**config.mk**
```make
export PLATFORM = sky130hd
export DESIGN_NAME = line_clear_ctrl
export DESIGN_NICKNAME = d
export VERILOG_FILES = /design/src/rtl/tetris_pkg.sv /design/src/rtl/line_clear_ctrl_row_full_detect.sv /design/src/rtl/line_clear_ctrl.sv
export SDC_FILE = /design/constraint.sdc
export NUM_CORES = 1
export LEC_CHECK = 0
export ABC_AREA = 1
export CAP_MARGIN = 20
export CORE_MARGIN = 1
export CORE_UTILIZATION = 45
export CTS_BUF_LIST = sky130_fd_sc_hd__clkbuf_16
export CTS_CLUSTER_SIZE = 8
export DETAILED_ROUTE_END_ITERATION = 10
export GPL_ROUTABILITY_DRIVEN = 0
export HOLD_SLACK_MARGIN = 0.02
export PLACE_DENSITY_LB_ADDON = 0.1
export SETUP_SLACK_MARGIN = 0.4
export SLEW_MARGIN = 20
export SYNTH_ARGS = -nofsm -noshare
export SYNTH_HDL_FRONTEND = slang
export SYNTH_HIERARCHICAL = 1
export SYNTH_SLANG_ARGS = --single-unit
```
**constraint.sdc**
```tcl
create_clock -name clk -period 3.7 [get_ports clk]
set_input_delay 0.74 -clock clk [delete_from_list [all_inputs] [get_ports clk]]
set_output_delay 0.74 -clock clk [all_outputs]
set_load 0.005 [all_outputs]
```
**src/rtl/tetris_pkg.sv**
```systemverilog
// Shared playfield geometry, colour codes, the line-clear FSM state type and a saturating adder.
// Latency: none (declarations only).
// Backpressure: not applicable.
package tetris_pkg;

    localparam int ROWS = 20;
    localparam int COLS = 10;
    localparam int CW   = 4;

    localparam logic [CW-1:0] EMPTY_CODE = 4'd0;
    localparam logic [CW-1:0] CODE_I     = 4'd1;
    localparam logic [CW-1:0] CODE_O     = 4'd2;
    localparam logic [CW-1:0] CODE_T     = 4'd3;
    localparam logic [CW-1:0] CODE_S     = 4'd4;
    localparam logic [CW-1:0] CODE_Z     = 4'd5;
    localparam logic [CW-1:0] CODE_J     = 4'd6;
    localparam logic [CW-1:0] CODE_L     = 4'd7;

    typedef enum logic [2:0] {
        IDLE,
        SCAN_RD,
        SCAN_CHK,
        SHIFT_RD,
        SHIFT_WR,
        CLEAR_TOP,
        DONE
    } lc_state_t;

    // Adds a per-pass line count to the running total, pinning at all-ones instead of wrapping.
    function automatic logic [15:0] sat_add16(input logic [15:0] a, input logic [4:0] b);
        logic [16:0] sum;
        sum = {1'b0, a} + {12'd0, b};
        return sum[16] ? 16'hFFFF : sum[15:0];
    endfunction

endpackage

```
**src/rtl/line_clear_ctrl_row_full_detect.sv**
```systemverilog
// Reduces one playfield row word to a single "every cell occupied" flag.
// Latency: purely combinational.
// Backpressure: none; output follows the input word.
module row_full_detect #(
    parameter int COLS = 10,
    parameter int CW   = 4
) (
    input  logic [COLS*CW-1:0] row,
    output logic               full
);

    // A single empty (zero) cell anywhere makes the row not full.
    always_comb begin
        full = 1'b1;
        for (int c = 0; c < COLS; c++) begin
            if (row[c*CW +: CW] == '0) begin
                full = 1'b0;
            end
        end
    end

endmodule

```
**src/rtl/line_clear_ctrl.sv**
```systemverilog
// Scans the playfield bottom-up after a lock, collapses every full row and counts lines cleared.
// Latency: 2 cycles per scanned row, 2 per shifted row, 1 per top-row clear, plus the DONE cycle.
// Backpressure: owns the row RAM while busy; start outside IDLE is dropped, never queued.
import tetris_pkg::*;

module line_clear_ctrl (
    input  logic                 clk,
    input  logic                 reset,
    input  logic                 start,
    output logic                 busy,
    output logic                 done,
    output logic [4:0]           lines_cleared,
    output logic [15:0]          total_lines,
    output logic [4:0]           rd_addr,
    input  logic [COLS*CW-1:0]   rd_data,
    output logic                 wr_en,
    output logic [4:0]           wr_addr,
    output logic [COLS*CW-1:0]   wr_data
);

    localparam logic [4:0] ROW_LAST = 5'(ROWS - 1);

    lc_state_t   state, state_nxt;
    logic [4:0]  r, r_nxt;
    logic [4:0]  s, s_nxt;
    logic [4:0]  n, n_nxt;
    logic [4:0]  lines_q;
    logic [15:0] total_q;
    logic [15:0] total_sum;
    logic        row_full;

    row_full_detect #(
        .COLS (COLS),
        .CW   (CW)
    ) u_row_full (
        .row  (rd_data),
        .full (row_full)
    );

    assign total_sum = sat_add16(total_q, n);

    // The pass results become visible in the DONE cycle itself and are then held in registers.
    assign lines_cleared = (state == DONE) ? n         : lines_q;
    assign total_lines   = (state == DONE) ? total_sum : total_q;

    // State, scan/shift pointers, per-pass counter and the held results.
    always_ff @(posedge clk) begin
        if (reset) begin
            state   <= IDLE;
            r       <= '0;
            s       <= '0;
            n       <= '0;
            lines_q <= '0;
            total_q <= '0;
        end else begin
            state <= state_nxt;
            r     <= r_nxt;
            s     <= s_nxt;
            n     <= n_nxt;
            if (state == DONE) begin
                lines_q <= n;
                total_q <= total_sum;
            end
        end
    end

    // Next-state and RAM port control; the RAM port is idle (all zero) outside its owning states.
    always_comb begin
        state_nxt = state;
        r_nxt     = r;
        s_nxt     = s;
        n_nxt     = n;
        busy      = 1'b0;
        done      = 1'b0;
        rd_addr   = '0;
        wr_en     = 1'b0;
        wr_addr   = '0;
        wr_data   = '0;
        case (state)
            IDLE: begin
                if (start) begin
                    r_nxt     = ROW_LAST;
                    n_nxt     = '0;
                    state_nxt = SCAN_RD;
                end
            end
            SCAN_RD: begin
                busy      = 1'b1;
                rd_addr   = r;
                state_nxt = SCAN_CHK;
            end
            SCAN_CHK: begin
                busy = 1'b1;
                if (row_full) begin
                    n_nxt     = n + 5'd1;
                    s_nxt     = r;
                    // Row 0 has nothing above it to pull down; go straight to blanking it.
                    state_nxt = (r == '0) ? CLEAR_TOP : SHIFT_RD;
                end else if (r == '0) begin
                    state_nxt = DONE;
                end else begin
                    r_nxt     = r - 5'd1;
                    state_nxt = SCAN_RD;
                end
            end
            SHIFT_RD: begin
                busy      = 1'b1;
                rd_addr   = s - 5'd1;
                state_nxt = SHIFT_WR;
            end
            SHIFT_WR: begin
                busy      = 1'b1;
                wr_en     = 1'b1;
                wr_addr   = s;
                wr_data   = rd_data;
                s_nxt     = s - 5'd1;
                state_nxt = (s == 5'd1) ? CLEAR_TOP : SHIFT_RD;
            end
            CLEAR_TOP: begin
                busy      = 1'b1;
                wr_en     = 1'b1;
                // r is left alone: the row that just dropped into r must be checked too.
                state_nxt = SCAN_RD;
            end
            DONE: begin
                busy      = 1'b1;
                done      = 1'b1;
                state_nxt = IDLE;
            end
            default: begin
                state_nxt = IDLE;
            end
        endcase
    end

endmodule
```
==> results.sh, run 1 <==
export IMPL_areaGrowthSynthToFinish_pct=46.9
export IMPL_grt_first_pass_wirelength_mm=14.3
export IMPL_antennaDiodeCount=0
export IMPL_finalSetupTns_ns=0
export IMPL_grt_start_max_net_pins=43
export IMPL_ys_top_cells_by_count="nand2_1, nor2_1, inv_1"
export IMPL_max_stage_delay_ns=0.48
export IMPL_clock_sinks=39
export IMPL_hold_buffers=0
export IMPL_slowest_stage="clkdlybuf4s50_1"
export IMPL_fillerInstances=583
export IMPL_htree_num_levels=2
export IMPL_status="complete, no violations"
export IMPL_crit_required_ns=2.96
export IMPL_stdcell_count=702
export IMPL_worstHoldPathCells=2
export IMPL_synth_warnings=6
export IMPL_crit_fanout=5
export IMPL_core_area_um2=6390
export IMPL_slew_limit_headroom_pct=61.0
export IMPL_hold_class="reg2reg"
export IMPL_r2r_start="state[1]$_SDFFE_PP0P_"
export IMPL_clock_latency_ns=0.28
export IMPL_min_period_ns=3.14
export IMPL_numCtsBuffers=5
export IMPL_start_util_pct=46.9
export IMPL_dp_cells=693
export IMPL_slew_viol_final=0
export IMPL_num_vias=3414
export IMPL_yosys_top_cells_area="dfxtp_1, nand2_1, nor2_1"
export IMPL_final_util_pct=68.9
export IMPL_fin_worst_skew_ns=0.00603
export IMPL_power_density_nw_per_um2=369
export IMPL_die_w_um=83.6
export IMPL_synth_top_cell_area_share_pct=26.1
export IMPL_ys_seq_area_share_pct=26.1
export IMPL_path_cells="ha_1 > a21oi_1 > nand2_1 > nand2_1 > nand2_1 > a21oi_1 > nor2_2 > inv_1 > clkdlybuf4s50_1"
export IMPL_dr_pass1_iters=4
export IMPL_reg2reg_setup_slack_ns=1.85
export IMPL_rows=29
export IMPL_antenna_found_initial=0
export IMPL_synth_top_area_cell="dfxtp_1"
export IMPL_wire_per_inst_um=12.2
export IMPL_worstMarginPinSlew_ns=0.584
export IMPL_synth_avg_cell_area_um2=5.88
export IMPL_seq_area_um2=782
export IMPL_synthesis_area_um2=2990
export IMPL_ys_types=34
export IMPL_hold_start="lines_q[0]$_SDFF_PP0_"
export IMPL_cts_tree="built"
export IMPL_crit_buf_inv=2
export IMPL_nets=680
export IMPL_grt_pass1_vias=3220
export IMPL_multi_input_area_um2=1790
export IMPL_synth_main_ff_cell="dfxtp_1"
export IMPL_rsz0062_at_grt="no"
export IMPL_max_freq_mhz=318
export IMPL_hpwl_mm=6.49
export IMPL_cts_root_buf="clkbuf_16"
export IMPL_synth_most_common_cell="nand2_1"
export IMPL_cts_max_path_buffers=2
export IMPL_period_share_pct=84.9
export IMPL_via_per_inst=4.86
export IMPL_crit_family="buffers and inverters"
export IMPL_overflow=0
export IMPL_arrival_ns=2.40
export IMPL_setup_violations=0
export IMPL_pre_cts_slack_ns=0.615
export IMPL_ant_nets=0
export IMPL_drv_cap=0
export IMPL_ir_drop_mv=0.340
export IMPL_async_flop_share_pct=0
export IMPL_drtIter0Drc=151
export IMPL_synth_seq_cells=39
export IMPL_synth_edf_count=0
export IMPL_worst_setup_path_type="reg2out"
export IMPL_r2r_end="s[0]$_SDFFE_PP0P_"
export IMPL_min_delay_worst_endpoint="lines_q[0]$_SDFF_PP0_"
export IMPL_grt_total_usage_pct=24.6
export IMPL_fin_ws_ns=0.560
export IMPL_cp_start_kind="flip-flop"
export IMPL_path_clk_slew_ns=0.05
export IMPL_syn_num_nets=564
export IMPL_portBuffers=116
export IMPL_p_leak_nw=2.21
export IMPL_endpoint_kind="primary output"
export IMPL_whs_ns=0.471
export IMPL_routed_wl_mm=8.54
export IMPL_hold_violations=0
export IMPL_io_pins=117
export IMPL_crit_top_cell="nand2_1"
export IMPL_final_layout_size_suffix_gt1_share_pct=6.24
export IMPL_netlist_instances=509
export IMPL_route_detailed_drc=0
export IMPL_die_y_um=83.6
export IMPL_rr_worst_depth=7
export IMPL_dieArea_um2=6980
[area by class of cell]
type                            count  share of cell area (%)
Clock buffer                        5                    2.84
Clock inverter                      2                   0.199
Inverter                          100                    8.53
Multi-Input combinational cell    358                    40.6
Sequential cell                    39                    17.8
Tap cell                           77                    2.19
Timing Repair Buffer              121                    27.8
[cells in the final DEF (no fill, tap or decap), types with 3 or more instances in the layout]
master and instances:
clkdlybuf4s50_1 116, nor2_1 97, nand2_1 123, or2_2 3
buf_4 3, mux2i_1 3, nor2_4 3, nand3b_1 3
a31oi_1 3, nand2_2 4, ha_1 10, nand3_1 31
nor3_1 4, o21ai_0 5, nor2_2 4, clkbuf_16 5
inv_1 97, nand3_2 5, o22ai_1 3, dfxtp_1 38
inv_2 3, a21oi_1 26, nand4_1 12, xor2_1 7
[metal layers]
layer	vias to the layer above	share of wire, %	GRT usage [%]
li1	1793	-	-
met1	1509	45	30.7
met2	104	48	42.0
met3	8	6.6	6.43
met4	0	0.86	6.78
met5	-	0	0
[how the worst max path moves through the flow]
stage,startpoint,endpoint,cells after the start
global placement,n[0]$_SDFFE_PP0P_,total_lines[15],11
floorplan,n[0]$_SDFFE_PP0P_,total_lines[13],9
finish,n[2]$_SDFFE_PP0P_,total_lines[15],9
global route,n[0]$_SDFFE_PP0P_,total_lines[5],10
detailed placement,n[0]$_SDFFE_PP0P_,total_lines[15],11
CTS,n[0]$_SDFFE_PP0P_,total_lines[15],11
[metrics by stage]
step	cell area [um2]	total power, mW
after global routing	4400	1.74
after global placement	4200	1.20
after detailed placement	4200	1.21
after floorplan	2990	0.949
after CTS	4380	1.62
final	4400	1.62
[timing repair]
action                                  4_1_cts  5_1_grt
pin swaps                                     1        2
resized for setup                             1        6
buffers inserted                              2        0
endpoints found under the setup margin        2       15
[tightest hold or removal path: cells and delay by family, from the launching register on]
family	cells	cell delay, ns
compound gates	1	0.06
simple gates	1	0.07
flops	1	0.29
[report_power, final]
group / internal (mW) / switching (mW) / total [mW]
combinational: 0.306 / 0.384 / 0.691
sequential: 0.468 / 0.0550 / 0.523
clock: 0.242 / 0.166 / 0.409
total: 1.02 / 0.605 / 1.62
[sequential cells by signal, indices dropped and copies added, names as in the netlist]
signal / cells
lines_q: 5
n: 5
total_q: 16
state: 3
r: 5
s: 5
[logic make-up after synthesis]
group / count (synthesis) / synth area share (%)
simple gates: 296 / 43.5
buf+inv: 112 / 14.9
compound gates: 39 / 6.94
xor+xnor: 8 / 2.34
flops: 39 / 26.1
mux: 3 / 1.00
fa+ha+maj: 12 / 5.27
(Power assumes the default switching activity.)
==> inputs of run 2 (changes only) <==
==> constraint.sdc (replaced) <==
create_clock -name clk -period 3.2 [get_ports clk]
set_input_delay 0.64 -clock clk [delete_from_list [all_inputs] [get_ports clk]]
set_output_delay 0.64 -clock clk [all_outputs]
set_load 0.005 [all_outputs]
==> results.sh, run 2 (synthesized netlist as in run 1, its figures left out) <==
export IMPL_cts_root_buf="clkbuf_16"
export IMPL_power_frac_comb_pct=41.3
export IMPL_routed_wl_mm=8.88
export IMPL_slew_viol_final=0
export IMPL_rsz0062_at_grt="yes"
export IMPL_dp_cells=693
export IMPL_hold_class="reg2reg"
export IMPL_r2r_end="total_q[15]$_SDFF_PP0_"
export IMPL_drv_cap=0
export IMPL_cts_tree="built"
export IMPL_crit_required_ns=2.56
export IMPL_path_clk_slew_ns=0.06
export IMPL_overflow=0
export IMPL_fillerInstances=519
export IMPL_nets=694
export IMPL_portBuffers=116
export IMPL_switching_share_pct=36.0
export IMPL_dieArea_um2=6980
export IMPL_intPower_mw=1.27
export IMPL_dr_pass1_iters=4
export IMPL_final_util_pct=72.0
export IMPL_r2r_start="n[3]$_SDFFE_PP0P_"
export IMPL_final_common_cell="nand2_1"
export IMPL_hpwl_mm=6.48
export IMPL_hold_buffers=0
export IMPL_seqPwrFrac_pct=30.3
export IMPL_finalSetupTns_ns=0
export IMPL_clock_sinks=39
export IMPL_worstMarginPinSlew_ns=0.568
export IMPL_fin_worst_skew_ns=0.00708
export IMPL_numCtsBuffers=5
export IMPL_hold_start="lines_q[0]$_SDFF_PP0_"
export IMPL_wire_per_inst_um=12.4
export IMPL_endpoint_kind="primary output"
export IMPL_max_freq_mhz=354
export IMPL_drtIter0Drc=193
export IMPL_min_period_ns=2.83
export IMPL_rows=29
export IMPL_grt_pass1_vias=3391
export IMPL_largest_reg_flops=16
export IMPL_final_layout_size_suffix_gt1_share_pct=11.1
export IMPL_setup_violations=0
export IMPL_num_vias=3511
export IMPL_p_leak_nw=2.36
export IMPL_worst_setup_path_type="reg2out"
export IMPL_route_detailed_drc=0
export IMPL_cp_start_kind="flip-flop"
export IMPL_p_switching_uw=715
export IMPL_die_w_um=83.6
export IMPL_cts_max_path_buffers=2
export IMPL_arrival_ns=2.19
export IMPL_reg2reg_setup_slack_ns=0.83
export IMPL_seq_area_um2=787
export IMPL_io_pins=117
export IMPL_antennaDiodeCount=0
export IMPL_start_util_pct=46.9
export IMPL_core_area_um2=6390
export IMPL_regMostFlops="total_q"
export IMPL_worstHoldPathCells=2
export IMPL_die_y_um=83.6
export IMPL_grt_start_max_net_pins=43
export IMPL_grt_total_usage_pct=25.7
export IMPL_hold_violations=0
export IMPL_p_clk_share_pct=28.5
export IMPL_rr_worst_depth=16
export IMPL_crit_fanout=4
export IMPL_slew_limit_headroom_pct=62.1
export IMPL_htree_num_levels=2
export IMPL_min_delay_worst_endpoint="lines_q[0]$_SDFF_PP0_"
export IMPL_antenna_found_initial=0
export IMPL_ant_nets=0
export IMPL_stdcell_count=717
export IMPL_layout_common_cells="nand2_1, clkdlybuf4s50_1, nor2_1"
export IMPL_ir_drop_mv=0.376
export IMPL_grt_first_pass_wirelength_mm=14.8
export IMPL_period_share_pct=88.4
export IMPL_status="complete, no violations"
export IMPL_areaGrowthSynthToFinish_pct=53.7
export IMPL_multi_input_area_um2=1850
export IMPL_via_per_inst=4.90
export IMPL_clock_latency_ns=0.28
export IMPL_power_density_nw_per_um2=432
-- run 2: how the worst max path moves through the flow --
stage	startpoint	end	slack [ns]	cells after the start
2_1_floorplan	n[0]$_SDFFE_PP0P_	total_lines[13]	0.93	9
3_3_place_gp	n[0]$_SDFFE_PP0P_	total_lines[15]	0.30	11
3_5_place_dp	n[0]$_SDFFE_PP0P_	total_lines[7]	0.17	11
4_1_cts	n[2]$_SDFFE_PP0P_	total_lines[7]	0.22	9
5_1_grt	n[0]$_SDFFE_PP0P_	total_lines[15]	0.29	12
6_report	n[0]$_SDFFE_PP0P_	total_lines[15]	0.37	12
-- run 2: critical path, stage by stage (launching register included) --
cell,delay (ns)
dfxtp_4,0.35
ha_4,0.16
fa_2,0.37
nand2_2,0.09
nand2_4,0.07
nand3_4,0.08
nand2_4,0.08
nand3_4,0.09
buf_6,0.11
nand2_1,0.06
nor2_2,0.12
inv_1,0.06
dlygate4sd2_1,0.26
-- run 2: per-stage QoR --
step                      hold WS [ns]  worst slack (ns)  cell area (um2)  power [mW]
final                            0.474             0.371             4600        1.98
after global placement           0.456             0.297             4200        1.39
after detailed placement         0.467             0.169             4200        1.40
after global routing             0.494             0.289             4600        2.12
after CTS                        0.474             0.222             4510        1.98
after floorplan                  0.447             0.926             2990        1.10
-- run 2: power by group through the flow --
stage	Combinational (mW)	Sequential [mW]	Clock, mW
6_report	0.819	0.601	0.565
5_1_grt	0.918	0.609	0.597
4_1_cts	0.807	0.599	0.571
3_5_place_dp	0.787	0.609	0
3_3_place_gp	0.780	0.607	0
2_1_floorplan	0.501	0.596	0
-- run 2: per-layer routing --
metal / vias up / share of wire [%] / track usage, %
met1: 1568 / 44 / 30.4
met4: 0 / 0.96 / 7.70
met2: 112 / 49 / 44.7
met5: - / 0 / 0
li1: 1821 / - / -
met3: 10 / 6.3 / 7.81
-- run 2: layout make-up --
type / instances / area share [%]
Tap cell: 77 / 2.09
Multi-Input combinational cell: 358 / 40.2
Clock buffer: 5 / 2.72
Timing Repair Buffer: 135 / 28.9
Sequential cell: 39 / 17.1
Clock inverter: 3 / 0.843
Inverter: 100 / 8.16
-- run 2: repair_timing --
item | in CTS | in global routing
resized for setup | 26 | 33
pin swaps | 4 | 6
setup buffers | 11 | 5
endpoints found under the setup margin | 58 | 59
hold endpoints to repair | 0 | 0
==> inputs of run 3 (changes only) <==
--- a/config.mk
+++ b/config.mk
@@ -14,6 +14,7 @@
 export DETAILED_ROUTE_END_ITERATION = 10
 export GPL_ROUTABILITY_DRIVEN = 0
 export HOLD_SLACK_MARGIN = 0.02
+export MAX_ROUTING_LAYER = met4
 export PLACE_DENSITY_LB_ADDON = 0.1
 export SETUP_SLACK_MARGIN = 0.4
 export SLEW_MARGIN = 20
==> constraint.sdc (replaced) <==
create_clock -name clk -period 2.85 [get_ports clk]
set_input_delay 0.57 -clock clk [delete_from_list [all_inputs] [get_ports clk]]
set_output_delay 0.57 -clock clk [all_outputs]
set_load 0.005 [all_outputs]
==> results.sh, run 3 (synthesized netlist as in run 1, its figures left out) <==
export IMPL_numCtsBuffers=5
export IMPL_worst_setup_path_type="reg2out"
export IMPL_hpwl_mm=6.60
export IMPL_period_share_pct=89.9
export IMPL_route_detailed_drc=0
export IMPL_regMostFlops="total_q"
export IMPL_stdcell_count=729
export IMPL_hold_violations=0
export IMPL_p_clk_share_pct=27.1
export IMPL_overflow=0
export IMPL_drtIter0Drc=199
export IMPL_worstMarginPinSlew_ns=0.613
export IMPL_cts_tree="built"
export IMPL_layout_common_cells="nand2_1, nor2_1, inv_1"
export IMPL_cp_start_kind="flip-flop"
export IMPL_final_layout_size_suffix_gt1_share_pct=19.3
export IMPL_dp_cells=700
export IMPL_clock_latency_ns=0.29
export IMPL_num_vias=3639
export IMPL_grt_first_pass_wirelength_mm=15.4
export IMPL_path_clk_slew_ns=0.06
export IMPL_die_w_um=83.6
export IMPL_core_area_um2=6390
export IMPL_fin_total_pwr_mw=2.40
export IMPL_via_per_inst=4.99
export IMPL_routed_wl_mm=9.79
export IMPL_areaGrowthSynthToFinish_pct=61.5
export IMPL_wire_per_inst_um=13.4
export IMPL_crit_required_ns=2.28
export IMPL_endpoint_kind="primary output"
export IMPL_seqPwrFrac_pct=28.5
export IMPL_p_leak_nw=2.69
export IMPL_grt_pass1_vias=3491
export IMPL_status="complete, no violations"
export IMPL_power_frac_comb_pct=44.4
export IMPL_intPower_mw=1.52
export IMPL_clock_sinks=39
export IMPL_switching_share_pct=36.5
export IMPL_io_pins=117
export IMPL_grt_start_max_net_pins=43
export IMPL_setup_violations=0
export IMPL_dieArea_um2=6980
export IMPL_antenna_found_initial=0
export IMPL_power_density_nw_per_um2=496
export IMPL_hold_class="reg2reg"
export IMPL_grt_total_usage_pct=27.6
export IMPL_die_y_um=83.6
export IMPL_fin_worst_skew_ns=0.00762
export IMPL_htree_num_levels=2
export IMPL_cts_root_buf="clkbuf_16"
export IMPL_final_common_cell="nand2_1"
export IMPL_max_freq_mhz=390
export IMPL_slew_viol_final=0
export IMPL_min_period_ns=2.56
export IMPL_portBuffers=116
export IMPL_ir_drop_mv=0.491
export IMPL_crit_fanout=7
export IMPL_arrival_ns=1.99
export IMPL_nets=706
export IMPL_start_util_pct=46.9
export IMPL_finalSetupTns_ns=0
export IMPL_dr_pass1_iters=4
export IMPL_rsz0062_at_grt="yes"
export IMPL_largest_reg_flops=16
export IMPL_rows=29
export IMPL_antennaDiodeCount=0
export IMPL_slew_limit_headroom_pct=59.1
export IMPL_drv_cap=0
export IMPL_final_util_pct=75.7
export IMPL_cts_max_path_buffers=2
export IMPL_ant_nets=0
export IMPL_p_switching_uw=874
==> run 3: critical path: stages (launching register included) <==
cell,delay [ns]
dfxtp_2,0.34
ha_4,0.17
fa_2,0.34
nand2_2,0.10
nand2_4,0.06
nand3_2,0.07
nand2_2,0.08
nand3_4,0.12
buf_6,0.12
buf_12,0.11
nand3_2,0.07
buf_2,0.13
==> run 3: path summary, 6_finish.rpt <==
check | from | endpoint | slack [ns] | depth (start not counted)
worst min-delay path | lines_q[2]$_SDFF_PP0_ | lines_q[2]$_SDFF_PP0_ | 0.47 | 2
worst min register to register | lines_q[2]$_SDFF_PP0_ | lines_q[2]$_SDFF_PP0_ | 0.47 | 2
worst max register to register | n[3]$_SDFFE_PP0P_ | total_q[0]$_SDFF_PP0_ | 1.06 | 10
worst max-delay path | n[0]$_SDFFE_PP0P_ | total_lines[4] | 0.29 | 11
==> run 3: stage by stage <==
stage	setup WS [ns]	hold slack [ns]	area (um2)
finish	0.288	0.472	4830
global placement	0.162	0.457	4270
floorplan	0.646	0.447	2990
detailed placement	0.108	0.467	4270
global route	0.192	0.489	4830
CTS	0.280	0.476	4620
==> run 3: power by group through the flow <==
stage	sequential (mW)	combinational [mW]	clock, mW
floorplan	0.670	0.562	0
global placement	0.675	0.900	0
detailed placement	0.678	0.913	0
CTS	0.674	0.973	0.653
global route	0.689	1.18	0.670
finish	0.682	1.06	0.650
==> run 3: layout make-up <==
| type | instances | area, um2 |
|---|---|---|
| timing repair buffer | 147 | 1420 |
| clock inverter | 3 | 43.8 |
| sequential | 39 | 795 |
| fill | 482 | 1550 |
| tap | 77 | 96.3 |
| clock buffer | 5 | 125 |
| inverter | 100 | 378 |
| multi-input combinational | 358 | 1970 |
==> run 3: metal layers <==
layer	global-route usage, %	wire [um]
met1	32.6	4080
met2	48.1	4970
met3	3.96	522
met4	9.24	208
met5	-	0
==> run 3: timing repair <==
item / 4_1_cts / 5_1_grt
setup buffers: 15 / 5
resized for setup: 107 / 41
hold buffers: 0 / 0
pin swaps: 19 / 17
cloned: 0 / 1
setup endpoints to repair: 70 / 65
